[src/rtl/dbus_mmio_bridge.sv]
// Data-bus bridge: routes core accesses to the RAM data port, a small MMIO block
// (timer, scratch, console TX FIFO) or an error response; one access in flight.
module dbus_mmio_bridge #(
  parameter int MEM_AW     = 15,
  parameter int FIFO_DEPTH = 4
) (
  input  logic              clk,
  input  logic              rst,
  input  logic              dBus_cmd_valid,
  output logic              dBus_cmd_ready,
  input  logic [31:0]       dBus_cmd_payload_addr,
  input  logic [31:0]       dBus_cmd_payload_data,
  input  logic [3:0]        dBus_cmd_payload_size,
  input  logic              dBus_cmd_payload_wr,
  output logic              dBus_rsp_valid,
  output logic [31:0]       dBus_rsp_data,
  output logic              dBus_rsp_error,
  output logic              m_valid,
  input  logic              m_ready,
  output logic              m_we,
  output logic [MEM_AW-1:0] m_addr,
  output logic [31:0]       m_data,
  output logic [3:0]        m_mask,
  input  logic              m_rsp_valid,
  input  logic [31:0]       m_rsp_data,
  output logic              con_valid,
  input  logic              con_ready,
  output logic [7:0]        con_data
);

  localparam int PTR_W = $clog2(FIFO_DEPTH);
  localparam logic [PTR_W:0] FULL_COUNT = (PTR_W + 1)'(FIFO_DEPTH);

  localparam logic [2:0] IDLE     = 3'd0;
  localparam logic [2:0] MEM_REQ  = 3'd1;
  localparam logic [2:0] MEM_WAIT = 3'd2;
  localparam logic [2:0] MMIO     = 3'd3;
  localparam logic [2:0] RSP      = 3'd4;

  localparam logic [1:0] REG_TIMER    = 2'd0;
  localparam logic [1:0] REG_SCRATCH  = 2'd1;
  localparam logic [1:0] REG_CON_TX   = 2'd2;
  localparam logic [1:0] REG_CON_STAT = 2'd3;

  localparam logic [3:0] REGION_RAM  = 4'h0;
  localparam logic [3:0] REGION_MMIO = 4'h1;

  logic [2:0]        stateReg, stateNext;
  logic [MEM_AW-1:0] addrReg;
  logic [31:0]       dataReg;
  logic [3:0]        maskReg;
  logic              wrReg;
  logic [31:0]       rspDataReg;
  logic              rspErrorReg;
  logic [31:0]       timerReg;
  logic [31:0]       scratchReg, scratchNext;
  logic [7:0]        fifoMem [FIFO_DEPTH];
  logic [PTR_W-1:0]  wrPtrReg, rdPtrReg;
  logic [PTR_W:0]    countReg;

  logic        cmdFire;
  logic [3:0]  cmdRegion;
  logic [1:0]  mmioOff;
  logic        fifoFull, fifoEmpty;
  logic        popFire, pushFire, conTxWrite, scratchWe;
  logic [31:0] mmioReadData;
  logic        unusedAddr;

  // Upper address bits only matter through the region decode.
  assign unusedAddr = ^dBus_cmd_payload_addr;

  assign dBus_cmd_ready = (stateReg == IDLE) && !rst;
  assign cmdFire        = dBus_cmd_valid && dBus_cmd_ready;
  assign cmdRegion      = dBus_cmd_payload_addr[31:28];
  assign mmioOff        = addrReg[3:2];

  assign fifoFull   = (countReg == FULL_COUNT);
  assign fifoEmpty  = (countReg == '0);
  assign popFire    = !fifoEmpty && con_ready;
  assign conTxWrite = (stateReg == MMIO) && wrReg && (mmioOff == REG_CON_TX);
  // A full FIFO still accepts the push when the head leaves in the same cycle.
  assign pushFire   = conTxWrite && (!fifoFull || popFire);
  assign scratchWe  = (stateReg == MMIO) && wrReg && (mmioOff == REG_SCRATCH);

  assign dBus_rsp_valid = (stateReg == RSP);
  assign dBus_rsp_data  = rspDataReg;
  assign dBus_rsp_error = rspErrorReg;

  assign m_valid = (stateReg == MEM_REQ);
  assign m_we    = wrReg;
  assign m_addr  = addrReg;
  assign m_data  = dataReg;
  assign m_mask  = maskReg;

  assign con_valid = !fifoEmpty;
  assign con_data  = fifoMem[rdPtrReg];

  for (genvar gi = 0; gi < 4; gi++) begin : gScratchLane
    assign scratchNext[gi*8 +: 8] = (scratchWe && maskReg[gi]) ? dataReg[gi*8 +: 8]
                                                               : scratchReg[gi*8 +: 8];
  end

  always_comb begin
    mmioReadData = 32'd0;
    case (mmioOff)
      REG_TIMER:    mmioReadData = timerReg;
      REG_SCRATCH:  mmioReadData = scratchReg;
      REG_CON_TX:   mmioReadData = 32'd0;
      REG_CON_STAT: mmioReadData = {24'd0, 6'(countReg), fifoEmpty, fifoFull};
      default:      mmioReadData = 32'd0;
    endcase
  end

  always_comb begin
    stateNext = stateReg;
    case (stateReg)
      IDLE: begin
        if (cmdFire) begin
          if (cmdRegion == REGION_RAM)       stateNext = MEM_REQ;
          else if (cmdRegion == REGION_MMIO) stateNext = MMIO;
          else                               stateNext = RSP;
        end
      end
      MEM_REQ:  if (m_ready) stateNext = wrReg ? IDLE : MEM_WAIT;
      MEM_WAIT: if (m_rsp_valid) stateNext = RSP;
      MMIO: begin
        if (!wrReg)                                   stateNext = RSP;
        else if (!conTxWrite || pushFire)             stateNext = IDLE;
      end
      RSP:      stateNext = IDLE;
      default:  stateNext = IDLE;
    endcase
  end

  always_ff @(posedge clk) begin
    if (rst) begin
      stateReg    <= IDLE;
      addrReg     <= '0;
      dataReg     <= 32'd0;
      maskReg     <= 4'd0;
      wrReg       <= 1'b0;
      rspDataReg  <= 32'd0;
      rspErrorReg <= 1'b0;
    end else begin
      stateReg <= stateNext;
      if (cmdFire) begin
        addrReg <= dBus_cmd_payload_addr[MEM_AW-1:0];
        dataReg <= dBus_cmd_payload_data;
        maskReg <= dBus_cmd_payload_size;
        wrReg   <= dBus_cmd_payload_wr;
      end
      if (cmdFire && cmdRegion != REGION_RAM && cmdRegion != REGION_MMIO) begin
        rspDataReg  <= 32'd0;
        rspErrorReg <= 1'b1;
      end else if (stateReg == MEM_WAIT && m_rsp_valid) begin
        rspDataReg  <= m_rsp_data;
        rspErrorReg <= 1'b0;
      end else if (stateReg == MMIO && !wrReg) begin
        rspDataReg  <= mmioReadData;
        rspErrorReg <= 1'b0;
      end
    end
  end

  always_ff @(posedge clk) begin
    if (rst) begin
      timerReg   <= 32'd0;
      scratchReg <= 32'd0;
    end else begin
      timerReg   <= timerReg + 32'd1;
      scratchReg <= scratchNext;
    end
  end

  always_ff @(posedge clk) begin
    if (pushFire) fifoMem[wrPtrReg] <= dataReg[7:0];
  end

  always_ff @(posedge clk) begin
    if (rst) begin
      wrPtrReg <= '0;
      rdPtrReg <= '0;
      countReg <= '0;
    end else begin
      if (pushFire) wrPtrReg <= wrPtrReg + 1'b1;
      if (popFire)  rdPtrReg <= rdPtrReg + 1'b1;
      case ({pushFire, popFire})
        2'b10:   countReg <= countReg + 1'b1;
        2'b01:   countReg <= countReg - 1'b1;
        default: countReg <= countReg;
      endcase
    end
  end

endmodule

[config.mk]
export PLATFORM = sky130hd
export DESIGN_NAME = dbus_mmio_bridge
export DESIGN_NICKNAME = d
export VERILOG_FILES = /design/src/rtl/dbus_mmio_bridge.sv
export SDC_FILE = /design/constraint.sdc
export NUM_CORES = 1
export LEC_CHECK = 0
export ABC_AREA = 1
export CAP_MARGIN = 15
export CORE_AREA = 2 2 168 186
export DETAILED_ROUTE_END_ITERATION = 7
export DIE_AREA = 0 0 170 188
export PLACE_DENSITY_LB_ADDON = 0.15
export SETUP_SLACK_MARGIN = 0.4
export SLEW_MARGIN = 20
export SYNTH_ARGS = -nofsm -noshare
export SYNTH_HDL_FRONTEND = slang
export SYNTH_SLANG_ARGS = --single-unit
[constraint.sdc]
create_clock -name clk -period 2.8 [get_ports clk]
set_clock_uncertainty 0.2 [all_clocks]
set_input_delay 0.56 -clock clk [delete_from_list [all_inputs] [get_ports clk]]
set_output_delay 0.56 -clock clk [all_outputs]
set_load 0.005 [all_outputs]
==> impl_metrics.yaml <==
synthesis:
  synth_top_area_share_pct: 38.9
  netlist.top_cell.by_area: "sky130_fd_sc_hd__dfxtp_1"
  synth_commonest_cells: "sky130_fd_sc_hd__nand2_1 (330), sky130_fd_sc_hd__nor2_1 (180), sky130_fd_sc_hd__dfxtp_1 (161)"
  syn_nets: 1240
  syn_area_per_cell_um2: 7.36
  synth_area_leaders: "sky130_fd_sc_hd__dfxtp_1 (39%), sky130_fd_sc_hd__nand2_1 (15%), sky130_fd_sc_hd__edfxtp_1 (12%), sky130_fd_sc_hd__nor2_1 (8.2%), sky130_fd_sc_hd__nand3_1 (6.6%)"
  synthesis.yosys.warnings: 0
  syn_inst: 1126
  share_of_synthesized_area_occupied_by_flip_flops_and_latches_pct: 50.5
  synth_ff_type: "sky130_fd_sc_hd__dfxtp_1"
  asyncSetResetFlopFracSynth_pct: 0
  synth_enable_flop_cells: 32
  synth.cell_area_um2: 8290
  yosys_register_bits: 193
  yosysMostFrequentCell: "sky130_fd_sc_hd__nand2_1"
  synth.distinct_cells: 33
route:
  vias_per_cell: 4.53
  antenna_left: 0
  detailedRoute.firstPassIterationCount: 5
  num_vias: 7727
  routed_wl_per_cell_um: 15.3
  drc: 0
  drt_wl_total_um: 26100
  drt_first_iter_violations: 500
floorplanning:
  die_width_um: 170
  starting_utilization_of_the_core_area_pct: 27.5
  row_count: 67
  num_io_pins: 204
  die_height_um: 188
  core_area_um2: 30200
  dieArea_um2: 32000
global_routing:
  globalRouteTotalUtil_pct: 16.5
  antenna_violations_before_repair: 0
  grt.busiest_layer: "met2"
  via_count_of_the_first_global_routing_pass: 7444
  gr_util_met1_pct: 18.9
  grt_met3_usage_pct: 3.04
  grt_first_pass_wirelength_um: 40600
  use_met2_pct: 30.5
  grt_start_max_net_pins: 65
  grt_remaining_overflow: 0
placement:
  placed_cell_area_um2: 10600
  place_ws_ns: 0.0791
  finalWeightedCongestion: 0.834
  place.detailed.hpwl_um: 18700
  place_inst: 1669
  place.port_buffers: 190
timing:
  post_layout_worst_setup_margin_ns: 0.492
  slew_headroom_pct: 57.5
  timing.final.max_slew_violations: 0
  maximum_clock_frequency_mhz: 433
  total_neg_setup_slack_ns: 0
  report.final.hold_viol_count: 0
  period_needed_ns: 2.31
  final_min_period_over_clock_period_pct: 82.4
  worst-slew-pin-transition_ns: 0.637
  rsz0062_at_grt: "no"
  setup_viol_count_final: 0
worst_setup_path:
  r2r-start: "stateReg[0]"
  r2r_cells: 12
  critical_path_class: "flip-flop to primary output"
  critPathRequiredTime_ns: 2.04
  timing.reg2reg.setup_slack_ns: 0.62
  cp-start-kind: "flip-flop"
  rr_endpoint: "countReg[1]"
  crit_path_max_fanout: 6
  arrival_ns: 1.55
  critical_path.endpoint_type: "primary output"
final_layout:
  n_fill_cell: 3170
  finalNetCount: 1428
  antenna-diode-count: 0
  final_design_area_no_fill_um2: 11300
  areaGrowthSynthToFinish_pct: 36.6
  drive_gt1_share_pct: 7.31
  finalNonFillerCells: 1706
flow_run:
  timing.max_cap.violations: 0
hold_path:
  worst_hold_startpoint: "rdPtrReg[1]"
  tightest_hold_check_type: "flip-flop to flip-flop"
  timing.hold.worst_path_depth: 2
outcome:
  run_status: "finished, final reports clean"
pwr:
  power.share.sequential_pct: 43.9
  power.share.combinational_pct: 23.1
  swShare_pct: 31.3
  power.share.clock_pct: 33.0
  power_report.internal_total_mw: 5.19
  ir_worst_vdd_uv: 378
  power.switching_mw: 2.37
  total_leakage_power_nw: 4.50
  totalPowerFinal_mw: 7.55
  pwr_dens_nw_per_um2: 667
clock_network:
  clock_tree.root_cell: "sky130_fd_sc_hd__clkbuf_16"
  ctsLongestPathBuffers: 2
  cts.clk_slew.worst_paths_ns: 0.07
  tritoncts_num_sinks: 193
  cts_buffers: 17
  clk_latency_ns: 0.44
  cts-htree-levels: 4
  cts_tree: "done"
[power by group through the flow]
stage               logic [mW]  registers (mW)  clock network (mW)
floorplan                0.817            3.33                   0
global placement          1.73            3.37                   0
detailed placement        1.73            3.37                   0
CTS                       1.78            3.31                2.57
global route              1.95            3.35                2.67
finish                    1.74            3.31                2.50
[flip-flops by register name (all words and copies together), names as in the netlist, 2 cells and up, named ones only]
register,cells
dBus_rsp_data,32
fifoMem,32
m_data,32
scratchReg,32
timerReg,32
m_addr,15
m_mask,4
countReg,3
stateReg,3
rdPtrReg,2
wrPtrReg,2
[cell type report]
type                            count  area [µm²]  share of cell area [%]
Clock buffer                       18         429                    3.79
Clock inverter                     14         169                    1.49
Inverter                           70         267                    2.35
Multi-Input combinational cell    817        3670                    32.4
Sequential cell                   193        4200                    37.1
Tap cell                          379         474                    4.19
Timing Repair Buffer              215        2110                    18.7
[metrics by stage]
step / utilization (%) / hold slack [ns]
5_1_grt: 37.5 / 0.284
6_report: 37.5 / 0.259
3_3_place_gp: 35.3 / 0.248
2_1_floorplan: - / 0.230
4_1_cts: 37.4 / 0.261
3_5_place_dp: 35.3 / 0.254
[layout by cell type (no fill, tap or decap), types with 4 or more instances in the layout]
cell,instances
sky130_fd_sc_hd__edfxtp_1,32
sky130_fd_sc_hd__clkinv_4,4
sky130_fd_sc_hd__clkbuf_2,4
sky130_fd_sc_hd__clkbuf_16,17
sky130_fd_sc_hd__inv_2,4
sky130_fd_sc_hd__clkdlybuf4s50_1,178
sky130_fd_sc_hd__inv_1,64
sky130_fd_sc_hd__a21oi_1,61
sky130_fd_sc_hd__dlygate4sd2_1,6
sky130_fd_sc_hd__o211ai_1,5
sky130_fd_sc_hd__dfxtp_1,157
sky130_fd_sc_hd__ha_1,6
sky130_fd_sc_hd__nor2_1,170
sky130_fd_sc_hd__nor2_2,13
sky130_fd_sc_hd__inv_8,4
sky130_fd_sc_hd__nand3b_1,10
sky130_fd_sc_hd__buf_4,20
sky130_fd_sc_hd__or2_2,5
sky130_fd_sc_hd__nand2_1,329
sky130_fd_sc_hd__nand3_1,109
sky130_fd_sc_hd__o21ai_1,9
sky130_fd_sc_hd__o21ai_0,68
sky130_fd_sc_hd__o22ai_1,8
[metal layers]
metal | up-vias | routed length, µm | part of all wire [%]
li1 | 4036 | - | -
met1 | 3549 | 10900 | 42
met2 | 113 | 13900 | 53
met3 | 29 | 721 | 2.8
met4 | 0 | 601 | 2.3
met5 | - | 0 | 0
[what timing repair did]
item / in CTS / in global routing
setup endpoints to repair: 10 / 12
hold buffers: 0 / 0
resized for setup: 25 / 26
pin swaps: 5 / 2
setup buffers: 4 / 0
cloned: 1 / 0
[worst max-delay path, cell delays in order, from the launching register on]
cell                       delay (ns)
sky130_fd_sc_hd__dfxtp_4         0.36
sky130_fd_sc_hd__inv_2           0.09
sky130_fd_sc_hd__buf_6           0.12
sky130_fd_sc_hd__buf_4           0.15
sky130_fd_sc_hd__nor2_1          0.05
sky130_fd_sc_hd__o22ai_1         0.19
sky130_fd_sc_hd__clkbuf_2        0.15
[how the worst max path moves through the flow]
stage,to,cells past startpoint,slack (ns),from
6_report,con_data[2],6,0.49,flip-flop
5_1_grt,con_data[2],6,0.41,flip-flop
4_1_cts,con_data[2],6,0.32,flip-flop
3_5_place_dp,countReg[2],9,0.08,con_ready
3_3_place_gp,countReg[2],9,0.07,con_ready
2_1_floorplan,countReg[2],8,0.53,con_ready
[cells by family after synthesis]
kind of cell / Yosys count / synth area share (%)
buf+inv: 116 / 5.75
fa+ha+maj: 7 / 1.15
flops: 193 / 50.5
compound gates: 154 / 9.66
xor+xnor: 5 / 0.529
simple gates: 651 / 32.4
Note: power is estimated with default switching activity, not from simulation.
